===== src/rtl/bbc_cycle_sched.sv =====
// Per-cycle CPU clock and bus scheduler: generates the 65816 PHI2 from bbc_ck8 and
// chooses between a fast on-board RAM cycle and a BBC bus cycle aligned to BBC phi0.
`timescale 1ns/1ps
module bbc_cycle_sched #(
    parameter int SYNC_TIMEOUT = 12
) (
    input  logic bbc_ck8,
    input  logic resetb,
    input  logic bbc_ck2_phi0,
    input  logic fast_en,
    input  logic addr15,
    input  logic vda,
    input  logic vpa,
    input  logic vpb,
    output logic cpu_ck_phi2,
    output logic ram_ceb,
    output logic bbc_cycle,
    output logic phi0_err
);

    localparam logic [1:0] ST_LO   = 2'd0;
    localparam logic [1:0] ST_FHI  = 2'd1;
    localparam logic [1:0] ST_SYNC = 2'd2;
    localparam logic [1:0] ST_BHI  = 2'd3;

    localparam int CW = (SYNC_TIMEOUT > 2) ? $clog2(SYNC_TIMEOUT) : 1;
    localparam logic [CW-1:0] TMO_LAST = CW'(SYNC_TIMEOUT - 1);

    // Even parity over the state code; a mismatch means the state flops were upset.
    function automatic logic state_parity(input logic [1:0] st);
        return ^st;
    endfunction

    logic [1:0]    state_q, state_d;
    logic          state_par_q;
    logic [CW-1:0] tmo_cnt_q, tmo_cnt_d;
    logic          phi0_q;
    logic          cpu_ck_phi2_q, cpu_ck_phi2_d;
    logic          ram_ceb_q, ram_ceb_d;
    logic          bbc_cycle_q, bbc_cycle_d;
    logic          phi0_err_q, phi0_err_d;

    logic valid_s;
    logic bbc_tgt_s;
    logic phi0_rise_s;
    logic phi0_fall_s;
    logic tmo_hit_s;
    logic state_ok_s;

    assign valid_s     = vda | vpa;
    assign bbc_tgt_s   = ~fast_en | addr15 | ~vpb;
    assign phi0_rise_s = bbc_ck2_phi0 & ~phi0_q;
    assign phi0_fall_s = ~bbc_ck2_phi0 & phi0_q;
    assign tmo_hit_s   = (tmo_cnt_q == TMO_LAST);
    assign state_ok_s  = (state_parity(state_q) == state_par_q);

    // Next-state, timeout counter and registered-output decode.
    always_comb begin
        state_d    = state_q;
        tmo_cnt_d  = tmo_cnt_q;
        ram_ceb_d  = 1'b1;
        phi0_err_d = phi0_err_q;
        if (!state_ok_s) begin
            state_d   = ST_LO;
            tmo_cnt_d = '0;
        end else begin
            case (state_q)
                ST_LO: begin
                    if (valid_s && bbc_tgt_s) begin
                        state_d   = ST_SYNC;
                        tmo_cnt_d = '0;
                    end else begin
                        state_d   = ST_FHI;
                        ram_ceb_d = ~valid_s;
                    end
                end
                ST_FHI: begin
                    state_d = ST_LO;
                end
                ST_SYNC: begin
                    if (phi0_rise_s) begin
                        state_d   = ST_BHI;
                        tmo_cnt_d = '0;
                    end else if (tmo_hit_s) begin
                        // Dummy internal cycle so the CPU never stalls on a dead phi0.
                        state_d    = ST_FHI;
                        phi0_err_d = 1'b1;
                    end else begin
                        tmo_cnt_d = tmo_cnt_q + CW'(1);
                    end
                end
                ST_BHI: begin
                    if (phi0_fall_s) begin
                        state_d = ST_LO;
                    end else if (tmo_hit_s) begin
                        state_d    = ST_FHI;
                        phi0_err_d = 1'b1;
                    end else begin
                        tmo_cnt_d = tmo_cnt_q + CW'(1);
                    end
                end
                default: begin
                    state_d   = ST_LO;
                    tmo_cnt_d = '0;
                end
            endcase
        end
        cpu_ck_phi2_d = (state_d == ST_FHI) || (state_d == ST_BHI);
        bbc_cycle_d   = (state_d == ST_BHI);
    end

    // State, phi0 history and output flops.
    always_ff @(posedge bbc_ck8 or negedge resetb) begin
        if (!resetb) begin
            state_q       <= ST_LO;
            state_par_q   <= 1'b0;
            tmo_cnt_q     <= '0;
            phi0_q        <= 1'b0;
            cpu_ck_phi2_q <= 1'b0;
            ram_ceb_q     <= 1'b1;
            bbc_cycle_q   <= 1'b0;
            phi0_err_q    <= 1'b0;
        end else begin
            state_q       <= state_d;
            state_par_q   <= state_parity(state_d);
            tmo_cnt_q     <= tmo_cnt_d;
            phi0_q        <= bbc_ck2_phi0;
            cpu_ck_phi2_q <= cpu_ck_phi2_d;
            ram_ceb_q     <= ram_ceb_d;
            bbc_cycle_q   <= bbc_cycle_d;
            phi0_err_q    <= phi0_err_d;
        end
    end

    assign cpu_ck_phi2 = cpu_ck_phi2_q;
    assign ram_ceb     = ram_ceb_q;
    assign bbc_cycle   = bbc_cycle_q;
    assign phi0_err    = phi0_err_q;

endmodule


===== config.mk =====
export PLATFORM = sky130hd
export DESIGN_NAME = bbc_cycle_sched
export DESIGN_NICKNAME = d
export VERILOG_FILES = /design/src/rtl/bbc_cycle_sched.sv
export SDC_FILE = /design/constraint.sdc
export NUM_CORES = 1
export LEC_CHECK = 0
export CORE_MARGIN = 2
export CORE_UTILIZATION = 35
export DETAILED_ROUTE_END_ITERATION = 16
export PLACE_DENSITY = 0.68
export SYNTH_ARGS = -nofsm -noshare
export SYNTH_HDL_FRONTEND = slang
export SYNTH_SLANG_ARGS = --single-unit

===== constraint.sdc =====
create_clock -name bbc_ck8 -period 2.88 [get_ports bbc_ck8]
set_input_delay 0.864 -clock bbc_ck8 [delete_from_list [all_inputs] [get_ports bbc_ck8]]
set_output_delay 0.864 -clock bbc_ck8 [all_outputs]
set_load 0.01 [all_outputs]

; ---- Word-level counts from Yosys, hierarchy flattened
; Index checks and enable logic that the tools add are counted.
[classes]
add_sub_neg = 1
n_mul = 0
div = 0
magnitude_cmp = 0
n_eq_ne = 12
shift = 0
mux = 19
n_bitwise = 10
reduce_logical = 8
[op_table]
columns = cell, n
row1 = 4-bit two-way mux, 5
row2 = 4-bit case mux with 3 select lines, 1
row3 = 2-bit two-way mux, 5
row4 = 2-bit case mux with 4 select lines, 1
row5 = "2-bit == test, second input constant", 3
row6 = 1-bit two-way mux, 6
row7 = "3-bit inequality test, second input constant", 2
row8 = 1-bit NOT, 5
row9 = "4-bit by 1-bit adder with 4-bit output, second input constant", 1
row10 = "2-bit by 1-bit == test with 1-bit output, second input constant", 2
row11 = "4-bit == test, second input constant", 1
row12 = "2-bit inequality test, second input constant", 2
row13 = "4-bit by 1-bit inequality test with 1-bit output, second input constant", 1
row14 = 4-bit AND reduction, 1
row15 = 2-bit XOR reduction, 2
row16 = 1-bit OR, 3
row17 = 3-bit AND reduction, 1
row18 = 1-bit AND, 2
row19 = 2-bit logical NOT, 1
row20 = 1-bit case mux with 2 select lines, 1
row21 = 2-bit nonzero test, 1
row22 = 1-bit == test, 1
row23 = 1-bit logical AND, 1
row24 = 1-bit logical OR, 1
[word_totals]
reg_bits = 12
latch_bits = 0
mem_bits_rw = 0
mem_bits_ro = 0
input_bits = 8
out_inout_bits = 4
word_cells = 58
mem_count = 0

; ---- Longest topological paths before layout
; Gate-level depths: netlist of run 1.
[depth]
depth_word = 9
mapped_depth = 7
mapped_depth_nobuf = 7

; ---- Worst setup path before layout of run 1
; Ideal clock, no wire load.
[synth_timing]
path_kind = in2reg
from = input port bbc_ck2_phi0
to = register state_par_q
setup_time_ns = 0.126
arrival_time_ns = 1.782
t_required_ns = 2.754
path_slack_ns = 0.972
stages = 5
n_path_buf = 0
cell_sequence = and3b_1 -> a21oi_1 -> or3_1 -> a21oi_1 -> ha_1
[synth_via]
elab_chain_cells = 6
elab_cells_between_ends = 8
cone_classes = 4 x mux / 3 x bitwise / 1 x reduce/logical
[synth_rtl]
columns = element, line
row1 = from (decl), 9  ; input logic bbc_ck2_phi0,
row2 = 1-bit NOT, 53  ; assign phi0_fall_s = ~bbc_ck2_phi0 & phi0_q;
row3 = 1-bit AND, 53
row4 = 2-bit two-way mux, 93  ; if (phi0_fall_s) begin
row5 = 2-bit case mux with 4 select lines *, 67  ; case (state_q)
row6 = 2-bit two-way mux *, 63  ; if (!state_ok_s) begin
row7 = via state_d[1], 34  ; logic [1:0] state_q, state_d;
row8 = 2-bit XOR reduction *, 31  ; return ^st;
row9 = to (signal assigned), 125  ; state_par_q <= state_parity(state_d);
row10 = to (decl), 35  ; logic state_par_q;
; Mark *: on every way through the listed nets, which the timed path passes. The rest lies on a longest branch.
; A chain may end at the register's enable or synchronous reset.

; ---- Final worst setup path of run 1
; Ends and elaborated chain as after synthesis.

==> results of run 1 <==
-- flip-flops by register name (all words and copies together), names as in the netlist --
register and flops:
state_par_q 1, bbc_cycle 1, state_q 2, phi0_q 1, tmo_cnt_q 4, ram_ceb 1, phi0_err 1
-- routing by layer --
metal / track usage [%] / part of all wire (%)
met5: 0 / 0
met4: 3.33 / 0
met3: 3.40 / 2.0
met2: 20.8 / 47
met1: 20.1 / 51
-- synthesized netlist by cell type --
library cell,number
ha_1,6
a21oi_1,3
nand3_1,2
o22ai_1,1
and4b_1,1
nand3b_4,1
dfstp_2,1
dfrtp_1,10
or3_1,1
nand2b_1,1
nand3b_1,1
nand4b_1,1
a211oi_1,3
nor2_1,6
o21ai_0,2
nor3_1,3
o32ai_1,2
nand2_1,6
xor2_1,1
xnor2_1,1
a221o_1,1
or2b_1,1
inv_1,4
o31a_1,1
and3b_1,4
a21o_1,2
-- worst max-delay path by stage --
stage	startpoint	to	slack, ns	cells past startpoint
4_1_cts	bbc_ck2_phi0	state_par_q	0.59	6
6_report	bbc_ck2_phi0	state_par_q	0.57	6
3_5_place_dp	bbc_ck2_phi0	state_par_q	0.32	6
3_3_place_gp	bbc_ck2_phi0	state_par_q	0.39	6
5_1_grt	bbc_ck2_phi0	state_par_q	0.46	6
2_1_floorplan	bbc_ck2_phi0	state_par_q	0.97	5
-- layout by cell type, fill, tap and decap left out, types with 2 or more instances in the layout --
master and instances:
clkdlybuf4s50_1 11, dfrtp_1 10, nor2_1 6, nand2_1 6, ha_1 6, inv_1 4
and3b_1 4, a21oi_1 3, nor3_1 3, a211oi_1 3, clkbuf_4 3, o21ai_0 2
nand3_1 2, a21o_1 2, o32ai_1 2
-- power by group --
| part | internal, W | total (W) | switching, W |
|---|---|---|---|
| combinational | 0.000160 | 0.000376 | 0.000216 |
| sequential | 0.000188 | 0.000216 | 0.0000278 |
| clock | 0.0000534 | 0.000102 | 0.0000490 |
| total | 0.000402 | 0.000695 | 0.000293 |
-- cell type report --
| cell class | count | area, µm² |
|---|---|---|
| inverters | 4 | 15.0 |
| multi-input cells | 51 | 369 |
| clock buffers | 4 | 26.3 |
| repair buffers | 11 | 110 |
| fillers | 162 | 917 |
| well taps | 25 | 31.3 |
| flip-flops and latches | 11 | 277 |
-- cell families (layout without fill, tap and decap cells) --
family                     count (synthesis)  count (layout)  share of synthesized area, %
adders and majority gates                  6               6                          11.4
xor gates and xnor gates                   2               2                          2.65
DFF                                       11              11                          41.9
buffers and inverters                      4              19                          2.27
and+or+nand+nor                           28              28                          25.9
AOI/OAI and AO/OA                         15              15                          15.9
-- per-stage QoR --
stage / utilization, % / hold slack (ns) / std cells / area [µm²]
detailed placement: 45.9 / 0.457 / 102 / 802
floorplan: - / 0.493 / 66 / 661
global route: 47.5 / 0.492 / 106 / 828
CTS: 47.5 / 0.474 / 106 / 828
finish: 47.5 / 0.472 / 106 / 828
global placement: 45.9 / 0.455 / 102 / 802
==> results.toml, run 1 <==
[clock_tree]
clock-sinks = 11
cts_buffer_depth = 2
clock_tree_from_tritoncts = "yes"
cts_hold_buffers = 0
post-cts-setup-buffer-count = 0
clkLatencyLatePin_ns = 0.26
ctsResizeCount = 0
tritoncts.num_buffers = 3
cts.root.buffer_cell = "clkbuf_4"
clk_transition_reported_paths_ns = 0.07
cts-htree-levels = 1

[critical_path]
timing_worst_setup_path_type = "input pin to flop"
crit_top_cell = "a21oi_1"
critical_path.max_stage_delay_ns = 0.52
element_type_at_the_critical_path_start = "input pin"
worst-path-buf-inv = 1
worstPathArrival_ns = 2.45
worstReg2RegStart = "state_q[0]"
rr_endpoint = "state_par_q"
end_kind = "flop"
crit_family = "simple AND/OR/NAND/NOR gates"
timing.reg2reg.worst_path_depth = 7
crit_path_cell_trace = "clkdlybuf4s50_1 > and3b_1 > a21oi_1 > or3_1 > a21oi_1 > ha_1"
slowest_cell_on_the_critical_path = "clkdlybuf4s50_1"
worst-endpoint-required_ns = 3.02
critPathMaxFanout = 5
r2r_slack_ns = 0.89

[route]
routed_wl_um = 1250
initialDrtViolationCount = 15
detail_route.vias_per_cell = 4.97
detail_route.first_pass.iterations = 4
drt_drc_violations_left = 0
detail_route.wl_per_cell_um = 11.8
dr_total_vias = 527
final_antenna_net_count = 0

[run_status]
outcome = "completed"

[synth]
yosys-top-cells-area = "dfrtp_1 (38%), ha_1 (11%), and3b_1 (5.3%)"
synth_cells = 66
post-synth-top-area-fraction_pct = 37.9
synth.largest_area_cell = "dfrtp_1"
synth-warning-count = 0
library_cells_used_by_synthesis = 26
ys_ff_latch = 11
syn_area_per_cell_um2 = 10.0
syn_nets = 80
synth_seq_area_share_pct = 41.9
syn_area_um2 = 661

[die]
die-height_um = 47.4
core_area_um2 = 1750
num_io_pins = 12
chipWidth_um = 47.4
rows = 15
die_area_um2 = 2250
initial_core_util_pct = 37.8

[placed_design]
place_congestion = 0.814
dp_worst_setup_slack_ns = 0.320
place_hpwl_um = 1000
io_buffers = 11

[final_layout]
final_nets = 96
area_growth_pct = 25.4
antennaDiodeCount = 0
ratio_of_cells_with_drive_above_1_in_the_final_layout_pct = 6.17

[timing]
accumulated_negative_setup_slack_ns = 0
number_of_hold_violations_in_the_final_report = 0
fin_crit_sh_pct = 80.1
tightest_slew_ns = 0.481
timing.final.crit_period_ns = 2.31
slew_headroom_pct = 67.8
max_clock_freq_mhz = 433
slew_violations = 0
setup_violations = 0
rsz0062_at_grt = "false"
final_worst_clock_skew_ns = 0.00104
fin_ws_ns = 0.572

[global_route]
via_count_of_the_first_global_routing_pass = 497
antenna_violations_before_repair = 0
overflow = 0
grt_max_degree = 12
track_usage_pct = 13.9
grt_first_pass_wirelength_um = 2190

[pwr]
power.density_cell_area_nw_per_um2 = 839
leakage_nw = 0.375
ir_drop_v = 0.000459
total_power_w = 0.000695

[worst_hold_path]
worst_hold_path.endpoint = "phi0_err"
hold_path_depth = 1
hold_path_class = "flop to flop"
min_from = "phi0_err"

[run]
timing.max_cap.violations = 0
Power figures use the tool's default switching activity.
==> run 2, diff against run 1 <==
Settings changed: PLACE_DENSITY 0.68 to 0.7.
Clock period 2.88 ns to 2.1 ns, I/O delays scaled along.
==> results.toml, run 2 (synthesis gave the netlist of run 1 again) <==
[final_layout]
largest-register = "tmo_cnt_q"
most_common_cell_after_layout_fill_and_taps_aside = "clkdlybuf4s50_1"
final.fill_count = 179
fin_cells = 113
final_nets = 103
ratio_of_cells_with_drive_above_1_in_the_final_layout_pct = 14.8
reg.largest.list = "tmo_cnt_q x4, state_q x2"
antennaDiodeCount = 0
largest_register_ffs = 4
layout.cells.most_common_list = "clkdlybuf4s50_1 (11), dfrtp_1 (10), buf_4 (7)"
area_growth_pct = 33.5

[critical_path]
end_kind = "flop"
critical_path.max_stage_delay_ns = 0.52
worst-path-buf-inv = 1
crit_family = "buffers and inverters"
crit_top_cell = "a21oi_1"
slowest_cell_on_the_critical_path = "clkdlybuf4s50_1"
timing_worst_setup_path_type = "input pin to flop"
critPathMaxFanout = 5
worst-endpoint-required_ns = 2.26
crit_path_cell_trace = "clkdlybuf4s50_1 > and3b_1 > a21oi_1 > or3_1 > a21oi_1 > ha_1"
element_type_at_the_critical_path_start = "input pin"
worstPathArrival_ns = 2.17

[global_route]
grt_max_degree = 12
grt_first_pass_wirelength_um = 2330
track_usage_pct = 15.3
via_count_of_the_first_global_routing_pass = 517
antenna_violations_before_repair = 0
overflow = 0

[route]
detail_route.first_pass.iterations = 4
detail_route.vias_per_cell = 5.05
detail_route.wl_per_cell_um = 11.8
drt_drc_violations_left = 0
final_antenna_net_count = 0
initialDrtViolationCount = 8
dr_total_vias = 571
routed_wl_um = 1330

[clock_tree]
cts-htree-levels = 1
clock-sinks = 11
clock_tree_from_tritoncts = "yes"
tritoncts.num_buffers = 3
cts.root.buffer_cell = "clkbuf_4"
clkLatencyLatePin_ns = 0.28
post-cts-setup-buffer-count = 0
cts_hold_buffers = 0
cts_buffer_depth = 2
clk_transition_reported_paths_ns = 0.07
ctsResizeCount = 0

[die]
core_area_um2 = 1750
die_area_um2 = 2250
chipWidth_um = 47.4
initial_core_util_pct = 37.8
rows = 15
num_io_pins = 12
die-height_um = 47.4

[pwr]
ir_drop_v = 0.000630
power.density_cell_area_nw_per_um2 = 1180
leakage_nw = 0.413

[timing]
setup_violations = 0
slew_violations = 0
rsz0062_at_grt = "false"
fin_ws_ns = 0.0870
number_of_hold_violations_in_the_final_report = 0
tightest_slew_ns = 0.515
max_clock_freq_mhz = 497
slew_headroom_pct = 65.5
accumulated_negative_setup_slack_ns = 0
fin_crit_sh_pct = 95.9
final_worst_clock_skew_ns = 0.00339
timing.final.crit_period_ns = 2.01

[placed_design]
place.detailed.instances = 109
dp_worst_setup_slack_ns = -0.200
place_congestion = 0.783
place_hpwl_um = 1050
io_buffers = 11

[worst_hold_path]
hold_path_class = "flop to flop"

[run]
timing.max_cap.violations = 0

[run_status]
outcome = "completed"
## run 2: cell count changes in the layout (fill, tap and decap cells not counted)
cell and delta:
buf_4 +7, clkbuf_1 -1, clkinv_2 +1
## run 2: worst register-to-register path: stages (launching register included)
cell     delay, ns
dfrtp_1       0.43
inv_1         0.12
ha_1          0.25
and3b_1       0.22
a21oi_1       0.05
or3_1         0.31
a21oi_1       0.20
ha_1          0.26
## run 2: report_power, final
part	internal [W]	switching [W]	total [W]
combinational	0.000286	0.000308	0.000594
sequential	0.000258	0.0000392	0.000297
clock	0.0000707	0.0000771	0.000148
total	0.000615	0.000424	0.00104
## run 2: cell type report
cell class / count / area [µm²] / area share (%)
timing repair buffer: 18 / 163 / 18.4
inverter: 4 / 15.0 / 1.70
clock inverter: 1 / 5.00 / 0.567
tap: 25 / 31.3 / 3.55
clock buffer: 3 / 22.5 / 2.55
multi-input combinational: 51 / 369 / 41.8
sequential: 11 / 277 / 31.3
## run 2: worst paths after layout
kind,start,to,slack (ns),cells after the start
worst max-delay path,bbc_ck2_phi0,state_par_q,0.09,6
worst min register to register,phi0_err,phi0_err,0.46,1
worst max register to register,state_q[0],state_par_q,0.16,7
max in group asynchronous,resetb,ram_ceb,1.05,1
worst min-delay path,phi0_err,phi0_err,0.46,1
min in group asynchronous,resetb,tmo_cnt_q[0],0.69,1
## run 2: per-stage QoR
step                      hold WS (ns)  area (µm²)  power (W)  utilization [%]
after global placement           0.438         855   0.000880             49.0
after floorplan                  0.334         661   0.000676                -
after global routing             0.498         882    0.00114             50.5
after CTS                        0.460         882    0.00105             50.5
after detailed placement         0.446         855   0.000895             49.0
final                            0.458         882    0.00104             50.5
## run 2: per-layer routing
layer	vias to the layer above	wire length (µm)	track usage, %
li1	288	-	-
met1	258	653	20.3
met2	22	566	22.4
met3	3	103	7.92
met4	0	11	3.33
met5	-	0	0
